===== config.mk =====
export PLATFORM = sky130hd
export DESIGN_NAME = softmax_norm
export DESIGN_NICKNAME = d
export VERILOG_FILES = /design/src/rtl/softmax_norm.sv
export SDC_FILE = /design/constraint.sdc
export NUM_CORES = 1
export LEC_CHECK = 0
export ABC_CLOCK_PERIOD_IN_PS = 10100
export CORE_UTILIZATION = 35
export CTS_CLUSTER_SIZE = 12
export DETAILED_ROUTE_END_ITERATION = 10
export PLACE_DENSITY = 0.55
export SYNTH_ARGS = -nofsm -noshare
export SYNTH_HDL_FRONTEND = slang
export SYNTH_SLANG_ARGS = --single-unit

===== constraint.sdc =====
create_clock -name clk -period 10.1 [get_ports clk]
set_input_delay 2.02 -clock clk [delete_from_list [all_inputs] [get_ports clk]]
set_output_delay 2.02 -clock clk [all_outputs]
set_load 0.02 [all_outputs]

===== src/rtl/softmax_norm.sv =====
// softmax_norm: buffers VEC_LEN exponent results, then divides each by their sum.
// Define SOFTMAX_ROUND_EN for a round-half-up quotient (one extra divider cycle).
module softmax_norm #(
  parameter  int DATA_WIDTH = 16,
  parameter  int FIXED_PNT  = 8,
  parameter  int VEC_LEN    = 8,
  localparam int IDX_W      = $clog2(VEC_LEN)
) (
  input  logic                  clk,
  input  logic                  rst_n,
  input  logic                  in_valid,
  input  logic [DATA_WIDTH-1:0] in_data,
  output logic                  in_ready,
  output logic                  out_valid,
  output logic [DATA_WIDTH-1:0] out_data,
  output logic [IDX_W-1:0]      out_idx,
  input  logic                  out_ready,
  output logic                  div_by_zero,
  output logic                  done
);

  localparam int SUM_W   = DATA_WIDTH + $clog2(VEC_LEN);
  localparam int DIV_CYC = DATA_WIDTH + FIXED_PNT;
`ifdef SOFTMAX_ROUND_EN
  localparam int RND     = 1;
`else
  localparam int RND     = 0;
`endif
  localparam int QW      = DIV_CYC + RND;
  localparam int CNT_W   = $clog2(QW + 1);

  localparam logic [IDX_W-1:0] LAST_IDX  = IDX_W'(VEC_LEN - 1);
  localparam logic [CNT_W-1:0] LAST_STEP = CNT_W'(QW - 1);
  localparam logic [QW-1:0]    ONE_Q     = QW'(1) << FIXED_PNT;

  typedef enum logic [1:0] {
    COLLECT,
    DIV,
    OUT
  } state_t;

  state_t state;

  logic [DATA_WIDTH-1:0] ebuf [VEC_LEN];
  logic [SUM_W-1:0]      sum;
  logic [IDX_W-1:0]      wr_idx;
  logic [IDX_W-1:0]      rd_idx;
  logic [CNT_W-1:0]      cnt;
  logic [SUM_W-1:0]      rem;
  logic [QW-2:0]         quo;

  logic [DATA_WIDTH-1:0] in_v;
  logic [QW-1:0]         dvd;
  logic                  bit_in;
  logic [SUM_W:0]        rem_sh;
  logic [SUM_W:0]        diff;
  logic                  ge;
  logic [SUM_W-1:0]      rem_nxt;
  logic [QW-1:0]         quo_nxt;
  logic [QW-1:0]         q_res;
  logic [DATA_WIDTH-1:0] res;

  // Negative exponents never occur legitimately; clamp them to zero.
  assign in_v = in_data[DATA_WIDTH-1] ? '0 : in_data;

  assign in_ready = rst_n & (state == COLLECT);

  // One restoring-division step: shift in next dividend bit, try subtract.
  always_comb begin
    dvd     = QW'(ebuf[rd_idx]) << (FIXED_PNT + RND);
    bit_in  = dvd[LAST_STEP - cnt];
    rem_sh  = {rem, bit_in};
    diff    = rem_sh - {1'b0, sum};
    ge      = rem_sh[SUM_W] | ~diff[SUM_W];
    rem_nxt = ge ? diff[SUM_W-1:0] : rem_sh[SUM_W-1:0];
    quo_nxt = {quo, ge};
  end

  // Final quotient: optional round-half-up, then saturate at 1.0.
  always_comb begin
`ifdef SOFTMAX_ROUND_EN
    q_res = (quo_nxt >> 1) + QW'(quo_nxt[0]);
`else
    q_res = quo_nxt;
`endif
    res = (q_res > ONE_Q) ? DATA_WIDTH'(ONE_Q)
                          : q_res[DATA_WIDTH-1:0];
  end

  // Control FSM plus buffer, sum and divider datapath.
  always_ff @(posedge clk or negedge rst_n) begin
    if (!rst_n) begin
      state       <= COLLECT;
      for (int i = 0; i < VEC_LEN; i++) begin
        ebuf[i] <= '0;
      end
      sum         <= '0;
      wr_idx      <= '0;
      rd_idx      <= '0;
      cnt         <= '0;
      rem         <= '0;
      quo         <= '0;
      out_valid   <= 1'b0;
      out_data    <= '0;
      out_idx     <= '0;
      div_by_zero <= 1'b0;
      done        <= 1'b0;
    end else begin
      done <= 1'b0;
      unique case (state)
        COLLECT: begin
          if (in_valid) begin
            ebuf[wr_idx] <= in_v;
            sum          <= sum + SUM_W'(in_v);
            wr_idx       <= wr_idx + 1'b1;
            if (wr_idx == LAST_IDX) begin
              state  <= DIV;
              rd_idx <= '0;
              cnt    <= '0;
              rem    <= '0;
              quo    <= '0;
            end
          end
        end
        DIV: begin
          if (sum == '0) begin
            state       <= OUT;
            out_valid   <= 1'b1;
            out_data    <= '0;
            out_idx     <= rd_idx;
            div_by_zero <= 1'b1;
          end else begin
            rem <= rem_nxt;
            quo <= quo_nxt[QW-2:0];
            cnt <= cnt + 1'b1;
            if (cnt == LAST_STEP) begin
              state       <= OUT;
              out_valid   <= 1'b1;
              out_data    <= res;
              out_idx     <= rd_idx;
              div_by_zero <= 1'b0;
            end
          end
        end
        OUT: begin
          if (out_ready) begin
            out_valid <= 1'b0;
            if (rd_idx == LAST_IDX) begin
              state       <= COLLECT;
              done        <= 1'b1;
              sum         <= '0;
              wr_idx      <= '0;
              div_by_zero <= 1'b0;
            end else begin
              state  <= DIV;
              rd_idx <= rd_idx + 1'b1;
              cnt    <= '0;
              rem    <= '0;
              quo    <= '0;
            end
          end
        end
        default: state <= COLLECT;
      endcase
    end
  end

endmodule

==> impl_results.md <==
- Period utilisation layout: 0.5477
- Initial core utilization: 0.3584
- Yosys reg bits: 216
- Via count: between 8000 and 9000
- Final Hold Viols: 0
- Total Routed Length: roughly 27000 um
- DRC Markers: 6
- DP Worst Slack: 4.517 ns
- Critical path endpoint category: register
- Wirelength per Cell: approximately 17 um
- Post-cts resize count: 0
- DP HPWL: 17480 um
- Setup TNS: 0 ns
- CTS tree: yes
- Post-synth top flop: dfrtp_1
- Layout cell share with drive strength beyond 1: 0.07774
- Routed vias/inst: between 5 and 6
- Slew Viols, Final: 0
- Final worst slack: 4.569 ns
- CTS Buf Count: 26
- Die area: about 32000 um^2
- Initial antenna violation count: 0
- Number of synthesized flops with an enable pin: 0
- Failing checks: design-rule violations
- Total Power: about 0.004 W
- Cells after DPL: approximately 1500
- CP max stage cell: mux4_1
- Boundary pin count: 43
- Max Cap Viol: 0
- Placed instance area: 11810 um^2
- Min Tclk post-route: ~5.5 ns
- Synthesized area: approximately 11000 um^2
- Global-route wire length before repair: 44730 um
- ANT cells: 0
- Setup repair bufs after CTS: 0
- Ys async rst share: 1.000
- Synth warn: 0
- Power Density: between 300 and 400 nW/um^2
- Area occupied by multi-input gates: approximately 5200 um^2
- Gr usage total: 0.1717
- Netlist cell types: between 60 and 70
- P_leak: 5.771 nW
- Fmax: 180.8 MHz
- Req. time, crit path: 10.55 ns
- CTS clk-pin slew, worst paths: 0.06 ns
- Layout Cell Area excl Fill: between 10000 and 15000 um^2
- Setup violators final: 0
- CTS HTree Levels: 1
- Drt initial violations: between 500 and 600
- Cell Rows: between 60 and 70
- # clock sinks: approximately 220
- Syn Area/Cell: between 10 and 15 um^2
- Final #Nets: about 1200
- Clk buf depth: 3
- Max IR drop VDD: ~0.11 mV
- Worst-skew pair later-pin latency: ~0.53 ns
- Critical-path cell list: buf_4 > mux4_1 > mux4_2 > mux4_2 > a21boi_2 > ha_1 > inv_1 > fa_1 > a211o_1 > o211ai_1 > a21bo_2 > nor3_1 > o41ai_1 > o21ai_0 > a211o_1 > o21ai_0
- CP startpoint kind: register
- Most frequent cells in the layout: dfrtp_1 (215), nand2_1 (182), o21ai_0 (169), inv_1 (44), clkdlybuf4s50_1 (41)
- Register Area: approximately 5400 um^2
- Kind of critical path: reg2reg
- RD Place Congestion: a little over 0.8
- Measured slew at the worst slew-check pin: about 1.1 ns
- Clock Skew: between 0.01 and 0.015 ns
- Non-filler instance count after layout: roughly 1500
- Area Overhead vs Synth: 14.87%
- Clk root buf: clkbuf_16
- Cts hold-fix bufs: 0
- WP data arrival: roughly 6 ns
- Drt pass-1 iters: 10
- Rel. slew slack: 0.2408
- Die Ht: around 180 um
- Chip Width: ~180 um
- Hold Crit Class: reg2reg
- Post-Syn Instances: ~1100
- Most common cell after layout, fill and taps aside: dfrtp_1
- Status: complete, but fails checks
- Grt ovf: 0
- Net Count, Synth: ~1100
- CORE AREA: ~31000 um^2
- Antenna Nets Post-Route: 0
- PortBufs: 42
- Fillers: 2993
- Critical path fanouts, max: 30
- Largest net degree at the start of global routing: between 80 and 90
- Slowest stage delay, CP: 0.62 ns
- RSZ-0062 raised after global routing: false
- Vias in the first global route: between 7000 and 8000
- Register area share after synthesis: 0.4892
[critical path: cells and delay by family (launching register included)]
kind                     cells  cell delay [ns]
AND/OR/NAND/NOR              1             0.06
AO/OA/AOI/OAI                8             2.21
flip-flops                   1             0.39
multiplexers                 3             1.61
buffers and inverters        2             0.54
adder cells (fa/ha/maj)      2             0.60
[final timing paths]
path	cells after the start	slack, ns	startpoint	endpoint
worst max-delay path	16	4.57	rd_idx[0]$_DFFE_PN0P_	rem[16]$_DFFE_PN0P_
worst min-delay path	2	0.47	ebuf[4]$_DFFE_PN0P_	ebuf[4]$_DFFE_PN0P_
worst max register to register	16	4.57	rd_idx[0]$_DFFE_PN0P_	rem[16]$_DFFE_PN0P_
worst min register to register	2	0.47	ebuf[4]$_DFFE_PN0P_	ebuf[4]$_DFFE_PN0P_
max in group asynchronous	3	6.43	rst_n	rem[0]$_DFFE_PN0P_
min in group asynchronous	1	1.48	rst_n	ebuf[29]$_DFFE_PN0P_
[kinds of logic (layout without fill, tap and decap cells)]
logic type	Yosys count	in the layout	share of synthesized area
xor+xnor	26	26	0.02061
buf+inv	101	148	0.04144
flops	216	216	0.4892
compound gates	305	305	0.1684
fa+ha+maj	42	42	0.04892
simple gates	337	337	0.1379
mux	58	58	0.09353
[synth_stat cells, types with 6 or more instances]
master | number | share of area
buf_4 | 6 | 0.0041
nor3_1 | 11 | 0.0050
nor2_1 | 38 | 0.013
buf_2 | 7 | 0.0032
xor2_1 | 10 | 0.0079
o21a_1 | 6 | 0.0041
mux4_1 | 18 | 0.043
nor4_1 | 14 | 0.0079
mux4_2 | 12 | 0.024
nand2b_1 | 24 | 0.014
a21o_1 | 6 | 0.0041
xnor2_1 | 16 | 0.013
ha_1 | 40 | 0.045
and2_1 | 12 | 0.0068
nor2b_1 | 11 | 0.0062
o22ai_1 | 8 | 0.0045
dfrtp_1 | 216 | 0.49
mux2_2 | 8 | 0.0082
a21oi_1 | 30 | 0.014
inv_1 | 44 | 0.015
nand2_1 | 182 | 0.062
nand3_1 | 24 | 0.011
a211o_1 | 6 | 0.0048
mux2i_1 | 20 | 0.018
clkbuf_1 | 37 | 0.013
o21ai_0 | 171 | 0.077
a22o_1 | 34 | 0.027
[cell type report]
type / instances / share of cell area
Clock buffer: 35 / 0.05718
Clock inverter: 11 / 0.01242
Tap cell: 396 / 0.03904
Inverter: 45 / 0.01331
Sequential cell: 216 / 0.4260
Multi-Input combinational cell: 768 / 0.4097
Timing Repair Buffer: 57 / 0.04239
[layer usage]
metal  share of wire  vias up  GRT usage
met4           0.020        0    0.04517
met1            0.51     3945     0.2602
li1                -     3933          -
met2            0.43      148     0.2588
met5               0        -          0
met3           0.041       34    0.02006
[registers in the layout (all words and copies together) (netlist names), 2 cells and up]
register / count
cnt: 5
ebuf: 120
out_data: 16
out_idx: 3
quo: 23
rd_idx: 3
rem: 19
state: 2
sum: 19
wr_idx: 3
[through the flow]
stage	hold WS (ns)	util
final	0.4691	0.4117
after global routing	0.4975	0.4117
after CTS	0.4760	0.4117
after detailed placement	0.4630	0.3830
after global placement	0.4559	0.3830
after floorplan	0.4416	-
[where the power goes]
part	internal, W	switching [W]
combinational	0.000791	0.000912
clock	0.000603	0.000363
sequential	0.00119	0.000248
total	0.00259	0.00152
Note: power is estimated with default switching activity, not from simulation.
